## config.mk

```make
export PLATFORM = sky130hd
export DESIGN_NAME = cen_mean_accumulator
export DESIGN_NICKNAME = d
export VERILOG_FILES = /design/src/rtl/cen_mean_accumulator.sv
export SDC_FILE = /design/constraint.sdc
export NUM_CORES = 1
export LEC_CHECK = 0
export ABC_AREA = 1
export CAP_MARGIN = 20
export CORE_ASPECT_RATIO = 1.75
export CORE_UTILIZATION = 55
export CTS_CLUSTER_SIZE = 30
export DETAILED_ROUTE_END_ITERATION = 8
export GPL_TIMING_DRIVEN = 0
export PLACE_DENSITY_LB_ADDON = 0.08
export SYNTH_ARGS = -nofsm -noshare
export SYNTH_HDL_FRONTEND = slang
export SYNTH_SLANG_ARGS = --single-unit
```

## constraint.sdc

```tcl
create_clock -name clk -period 2.65 [get_ports clk]
set_clock_uncertainty 0.2 [all_clocks]
set_input_delay 0.53 -clock clk [delete_from_list [all_inputs] [get_ports clk]]
set_output_delay 0.53 -clock clk [all_outputs]
set_load 0.005 [all_outputs]
```

## src/rtl/cen_mean_accumulator.sv

```systemverilog
// Block-mean accumulator feeding the whitening-stage centering divider.
// Sums 2**LOG2_N signed samples on four channels and pulses sum_valid for one
// cycle when the block is complete; the divider's >>> LOG2_N yields the mean.
// Optional macro CEN_ACC_ROUND_EN: preload the accumulators with 2**(LOG2_N-1)
// so the downstream shift rounds half-up instead of flooring.
module cen_mean_accumulator #(
  parameter int unsigned DATA_W = 14,
  parameter int unsigned LOG2_N = 7,
  localparam int unsigned SUM_W = DATA_W + LOG2_N
) (
  input  logic                     clk,
  input  logic                     rst,
  input  logic                     start,
  input  logic                     in_valid,
  output logic                     in_ready,
  input  logic signed [DATA_W-1:0] x1,
  input  logic signed [DATA_W-1:0] x2,
  input  logic signed [DATA_W-1:0] x3,
  input  logic signed [DATA_W-1:0] x4,
  output logic signed [SUM_W-1:0]  sum1,
  output logic signed [SUM_W-1:0]  sum2,
  output logic signed [SUM_W-1:0]  sum3,
  output logic signed [SUM_W-1:0]  sum4,
  output logic                     sum_valid,
  output logic                     busy
);

`ifdef CEN_ACC_ROUND_EN
  // Half an LSB of the mean, so truncation by the divider becomes round-half-up.
  localparam logic [SUM_W-1:0] Init = SUM_W'(1) << (LOG2_N - 1);
`else
  localparam logic [SUM_W-1:0] Init = '0;
`endif

  // Count value of the last sample in a block (N-1).
  localparam logic [LOG2_N-1:0] LastCnt = '1;

  typedef enum logic [1:0] {StIdle, StAccum, StDone} state_e;

  state_e                   state_q, state_d;
  logic [3:0][SUM_W-1:0]    acc_q, acc_d;
  logic [LOG2_N-1:0]        cnt_q, cnt_d;
  logic                     in_ready_q, in_ready_d;
  logic                     sum_valid_q, sum_valid_d;
  logic                     busy_q, busy_d;
  logic [3:0][DATA_W-1:0]   x_all;

  assign x_all = {x4, x3, x2, x1};

  // Next-state, accumulate and registered-output decode.
  always_comb begin
    state_d     = state_q;
    acc_d       = acc_q;
    cnt_d       = cnt_q;
    in_ready_d  = in_ready_q;
    sum_valid_d = 1'b0;
    busy_d      = busy_q;
    unique case (state_q)
      StIdle: begin
        if (start) begin
          state_d    = StAccum;
          acc_d      = {4{Init}};
          cnt_d      = '0;
          in_ready_d = 1'b1;
          busy_d     = 1'b1;
        end
      end
      StAccum: begin
        // start is deliberately ignored here: no restart mid-block.
        if (in_valid && in_ready_q) begin
          for (int k = 0; k < 4; k++) begin
            acc_d[k] = acc_q[k] + {{LOG2_N{x_all[k][DATA_W-1]}}, x_all[k]};
          end
          cnt_d = cnt_q + 1'b1;
          if (cnt_q == LastCnt) begin
            state_d     = StDone;
            in_ready_d  = 1'b0;
            sum_valid_d = 1'b1;
          end
        end
      end
      StDone: begin
        // A start seen here is dropped; the producer reissues it in idle.
        state_d = StIdle;
        busy_d  = 1'b0;
      end
      default: begin
        state_d    = StIdle;
        in_ready_d = 1'b0;
        busy_d     = 1'b0;
      end
    endcase
  end

  // State and output registers with synchronous reset.
  always_ff @(posedge clk) begin
    if (rst) begin
      state_q     <= StIdle;
      acc_q       <= '0;
      cnt_q       <= '0;
      in_ready_q  <= 1'b0;
      sum_valid_q <= 1'b0;
      busy_q      <= 1'b0;
    end else begin
      state_q     <= state_d;
      acc_q       <= acc_d;
      cnt_q       <= cnt_d;
      in_ready_q  <= in_ready_d;
      sum_valid_q <= sum_valid_d;
      busy_q      <= busy_d;
    end
  end

  // Sums are the accumulator registers themselves; they hold until the next start.
  assign sum1      = acc_q[0];
  assign sum2      = acc_q[1];
  assign sum3      = acc_q[2];
  assign sum4      = acc_q[3];
  assign in_ready  = in_ready_q;
  assign sum_valid = sum_valid_q;
  assign busy      = busy_q;

endmodule

```

=== Yosys cells after proc, flatten, opt, wreduce, memory -nomap -nowiden ===
Cells that the tools add are included.

* Register bits: 96
* Logic and storage cells: 47
* Output and inout bits: 87
* Input bits: 60

* Eq/ne operators: 6
* Reduce and logical (&&, ||, !) cells: 8
* Add/sub/neg operators: 5
* Bitwise gates (word level): 3
* Multiplexer cells: 16

{| class="wikitable"
|+ Operators by type and width
! kind !! count
|-
| $mux W84 || 2
|-
| $pmux W84 S2 || 1
|-
| $add A21 B21 Y21 || 4
|-
| $mux W7 || 2
|-
| $pmux W7 S2 || 1
|-
| $add A7 B1 Y7 const B || 1
|-
| $eq A7 B7 Y1 const B || 1
|-
| $mux W2 || 3
|-
| $ne A2 B2 Y1 const B || 3
|-
| $reduce_and A3 Y1 || 2
|-
| $mux W1 || 4
|-
| $pmux W2 S2 || 1
|-
| $reduce_and A4 Y1 || 1
|-
| $not A1 Y1 || 3
|-
| $pmux W1 S3 || 1
|-
| $reduce_or A3 Y1 || 1
|-
| $eq A2 B1 Y1 const B || 1
|-
| $eq A2 B2 Y1 const B || 1
|-
| $logic_not A2 Y1 || 1
|-
| $pmux W1 S2 || 1
|-
| $reduce_and A2 Y1 || 1
|-
| $reduce_bool A2 Y1 || 1
|-
| $logic_and A1 B1 Y1 || 1
|}

=== Depth between registers and ports, before layout ===
* Depth in word-level cells: 4
* Mapped depth: 13
* Depth with buffers taken out: 13

=== Least setup slack after synthesis ===
OpenSTA, ideal clock, no wires.

* Path type: input to register
* From: input port x1[0]
* To: register acc_q, in the netlist sum1[16]
* Path slack: 0.513 ns
* Buffers on the path: 0
* Stages on the path: 13
* Library setup time: 0.132 ns
* Arrival: 1.805 ns
* Data required time: 2.318 ns
* Cell sequence: ha_1 -> inv_1 -> fa_1 -> inv_1 -> nand3_1 -> nand3_1 -> nand2_1 -> nand2_1 -> nand2_1 -> nand2_1 -> nand2_1 -> nand3_1 -> a21oi_1

* Cells in the longest elaborated chain, start to end: 3

{| class="wikitable"
|+ RTL lines
! what !! RTL line !! RTL
|-
| from (decl) || 16 || <nowiki>input logic signed [DATA_W-1:0] x1,</nowiki>
|-
| $add A21 B21 Y21 || 72 || <nowiki>acc_d[k] = acc_q[k] + {{LOG2_N{x_all[k][DATA_W-1]}}, x_all[k]};</nowiki>
|-
| $mux W84 || 70 || <nowiki>if (in_valid && in_ready_q) begin</nowiki>
|-
| $pmux W84 S2 || 58 || <nowiki>unique case (state_q)</nowiki>
|-
| to (signal assigned) || 99 || <nowiki>acc_q <= '0;</nowiki>
|-
| to (signal assigned) || 106 || <nowiki>acc_q <= acc_d;</nowiki>
|-
| to (decl) || 41 || <nowiki>logic [3:0][SUM_W-1:0] acc_q, acc_d;</nowiki>
|}

No other way between the ends. The select of a mux whose other input is x is not followed.
A chain may end at the register's enable or synchronous reset.

=== Worst setup path after layout ===
* From: input port x1[0]
* To: register acc_q, in the netlist sum1[12]

The elaborated chain is that of the path after synthesis.

==> out/qor.yml <==
route:
  post-route-drc-count: 0
  route.top_layer_used: "met4"
  detailedRoute.firstPassIterationCount: 5
  met3RoutedLength_um: 923
  drt_iter0_drc: 341
  vias: 9608
  finalWirelength_mm: 25.2
  wirelength_met1_mm: 10.2
  wl_met2_mm: 12.9
  drt.antenna.violating_nets: 0
  via_per_inst: 5.33
  route.detailed.wl_per_inst_um: 14.0
timing:
  maxClockFrequency_ghz: 0.396
  timing.final.crit_period_ns: 2.52
  fin_worst_hold_slack_ns: 0.277
  maxSlewHeadroom_pct: 62.2
  maxSlewViolCount: 0
  tightest_slew_ns: 0.567
  timing_hold_violations_final: 0
  number_of_endpoints_failing_setup_at_the_final_stage: 0
  period_share_pct: 95.3
  grt_setup_unrepaired: "false"
layout:
  utilization_pct: 70.0
  layout_overhead_on_the_synthesized_area_pct: 24.4
  layout.cells.most_common_list: "551 x sky130_fd_sc_hd__nand2_1, 193 x sky130_fd_sc_hd__inv_1, 151 x sky130_fd_sc_hd__a21oi_1, 143 x sky130_fd_sc_hd__clkdlybuf4s50_1, 105 x sky130_fd_sc_hd__nand3_1"
  layout.cells.most_common: "sky130_fd_sc_hd__nand2_1"
  drive_gt1_share_pct: 4.89
  final_stage_net_count: 1757
  number_of_diodes_added_for_antenna_fixing: 0
placed_design:
  dp.final_hpwl_mm: 20.2
  finalWeightedCongestion: 0.975
  port_buffers: 145
global_route:
  initial_antenna_violation_count: 0
  grt_use_total_pct: 31.3
  via_count_of_the_first_global_routing_pass: 8914
  grt_start_max_net_pins: 15
  grt_pass1_wl_mm: 39.9
  globalRouteOverflowTotal: 0
clocking:
  numCtsBuffers: 9
  clock_pin_slew_on_the_worst_setup_and_hold_paths_ns: 0.07
  clock_root_buffer: "sky130_fd_sc_hd__clkbuf_16"
  clock_sink_count: 96
  worst_skew_pair.late_latency_ns: 0.35
  hold_bufs_inserted_after_cts: 0
  clock_tree_from_tritoncts: "yes"
  cts-htree-levels: 3
  clk_path_buf_depth: 2
flow_run:
  maxCapViolations: 0
power_and_ir_drop:
  p_leak_nw: 5.31
  vdd_drop_max_v: 0.000334
  power_per_cell_area_mw_per_mm2: 342
worst_setup_path:
  worst-endpoint-required_ns: 2.66
  worstSetupStartpointType: "primary input"
  worstSetupEndpointType: "register"
  rr_startpoint: "sum1[0]"
  rr_endpoint: "sum1[12]"
  path_class: "primary input to register"
  critPathArrivalTime_ns: 2.53
  rrSetupSlack_ns: 0.41
  reg2regPathDepth: 13
  critPathMaxFanout: 5
floorplanning:
  initial_utilization_pct: 56.2
  rows: 60
  fp.dieH_um: 168
  chipWidth_um: 96.6
  design.portCount: 147
  core-area_mm2: 0.0153
  die_outline_area_mm2: 0.0162
hold_path:
  min_path_type: "register to register"
  hp-start: "cnt_q[6]"
  min_path_cells: 2
  whs_endpoint: "cnt_q[6]"
synth:
  syn_inst: 1454
  synth-edff-count: 0
  mappedNetlistNets: 1599
  yosysSeqAreaShare_pct: 22.3
  synth_cell_types: 33
  synth.ff_latch_count: 96
  share_of_flip_flops_with_an_asynchronous_set_or_reset_after_synthesis_pct: 0
  synth_warnings: 0
  syn_area_mm2: 0.00861
  synthDominantCellAreaShare_pct: 24.1
  ys.flop_type: "sky130_fd_sc_hd__dfxtp_1"
  syn-mean-instance-area_um2: 5.92
  synth_area_leader_cell: "sky130_fd_sc_hd__nand2_1"
  post_synth_main_area_contributors: "sky130_fd_sc_hd__nand2_1 24%, sky130_fd_sc_hd__dfxtp_1 22%, sky130_fd_sc_hd__ha_1 12%"
status:
  result_of_the_run: "finished, final reports clean"
worst max path at each step:
stage | from | endpoint | slack (ns) | cells past startpoint
floorplan | x1[0] | sum1[16] | 0.51 | 13
global placement | x1[0] | sum1[16] | -0.31 | 14
detailed placement | x1[0] | sum1[12] | -0.33 | 14
CTS | x2[0] | sum2[12] | 0.06 | 14
global route | x3[0] | sum3[14] | 0.02 | 13
finish | x1[0] | sum1[12] | 0.13 | 14
power breakdown:
group	internal (W)	switching [W]
combinational	0.000282	0.000391
sequential	0.00146	0.0000182
clock	0.000908	0.000601
metal layers:
layer  global-route usage (%)  up-vias
li1                         -     4972
met1                     34.6     4301
met2                     56.8      250
met3                     3.18       85
met4                     15.9        0
met5                        0        -
sequential cells by signal, indices dropped and copies added (netlist names):
name and flops:
sum4 21, busy 1, sum1 21, cnt_q 7
sum2 21, sum3 21, in_ready 1, state_q 2
sum_valid 1
worst max-delay path: stages:
cell and delay (ns):
sky130_fd_sc_hd__clkdlybuf4s50_1 0.51, sky130_fd_sc_hd__ha_2 0.21, sky130_fd_sc_hd__inv_1 0.06, sky130_fd_sc_hd__fa_2 0.35, sky130_fd_sc_hd__inv_1 0.11, sky130_fd_sc_hd__nand3_1 0.09, sky130_fd_sc_hd__nand3_2 0.12, sky130_fd_sc_hd__nand2_1 0.08
sky130_fd_sc_hd__nand2_2 0.10, sky130_fd_sc_hd__nand2_1 0.08, sky130_fd_sc_hd__nand2_1 0.07, sky130_fd_sc_hd__nand2_1 0.05, sky130_fd_sc_hd__nand3_1 0.09, sky130_fd_sc_hd__a21oi_1 0.07
Yosys cell counts (3+ instances only):
cell type                    n
sky130_fd_sc_hd__fa_1        4
sky130_fd_sc_hd__clkbuf_1    9
sky130_fd_sc_hd__a21oi_1   151
sky130_fd_sc_hd__nor2_1     96
sky130_fd_sc_hd__nor3_1     18
sky130_fd_sc_hd__and2_1      5
sky130_fd_sc_hd__o32ai_1     4
sky130_fd_sc_hd__xnor2_1     3
sky130_fd_sc_hd__o21ai_0    20
sky130_fd_sc_hd__nand2_2     4
sky130_fd_sc_hd__buf_6       6
sky130_fd_sc_hd__inv_1     193
sky130_fd_sc_hd__a21o_1      3
sky130_fd_sc_hd__o21ai_1     8
sky130_fd_sc_hd__buf_4      11
sky130_fd_sc_hd__ha_1       81
sky130_fd_sc_hd__nand3b_1   24
sky130_fd_sc_hd__a21oi_2     4
sky130_fd_sc_hd__dfxtp_1    96
sky130_fd_sc_hd__nand4_1    10
sky130_fd_sc_hd__nand3_1   108
sky130_fd_sc_hd__nand2_1   554
sky130_fd_sc_hd__or2_2      15
sky130_fd_sc_hd__o21bai_1   11
sky130_fd_sc_hd__nand3_2     3
sky130_fd_sc_hd__xor2_1      4
cell type report:
class | instances | area, um^2
sequential | 96 | 1920
inverter | 195 | 732
timing repair buffer | 147 | 1470
clock inverter | 2 | 60.1
clock buffer | 14 | 274
buffer | 28 | 194
multi-input combinational | 1135 | 5830
fill | 1474 | 4600
tap | 186 | 233
per-stage QoR:
| stage | instance area (um^2) | cells | total power [W] | setup TNS [ns] | setup slack, ns |
|---|---|---|---|---|---|
| 6_report | 10700 | 1803 | 0.00366 | 0 | 0.126 |
| 3_3_place_gp | 10300 | 1785 | 0.00217 | -5.93 | -0.313 |
| 2_1_floorplan | 8610 | 1454 | 0.00192 | 0 | 0.513 |
| 5_1_grt | 10700 | 1803 | 0.00380 | 0 | 0.0153 |
| 4_1_cts | 10600 | 1801 | 0.00366 | 0 | 0.0611 |
| 3_5_place_dp | 10300 | 1785 | 0.00218 | -6.87 | -0.327 |
kinds of logic after synthesis:
| group | count (synthesis) | synth area share [%] |
|---|---|---|
| DFF | 96 | 22.3 |
| adders and majority gates | 85 | 12.7 |
| xor gates and xnor gates | 7 | 0.712 |
| buffers and inverters | 223 | 10.8 |
| AOI/OAI and AO/OA | 202 | 12.5 |
| and+or+nand+nor | 841 | 41.0 |
timing repair:
action	in CTS	in global routing
endpoints found under the setup margin	2	16
hold endpoints to repair	0	0
gates resized for setup	1	14
pin swaps	0	0
setup buffers	0	2
(Power assumes the default switching activity.)
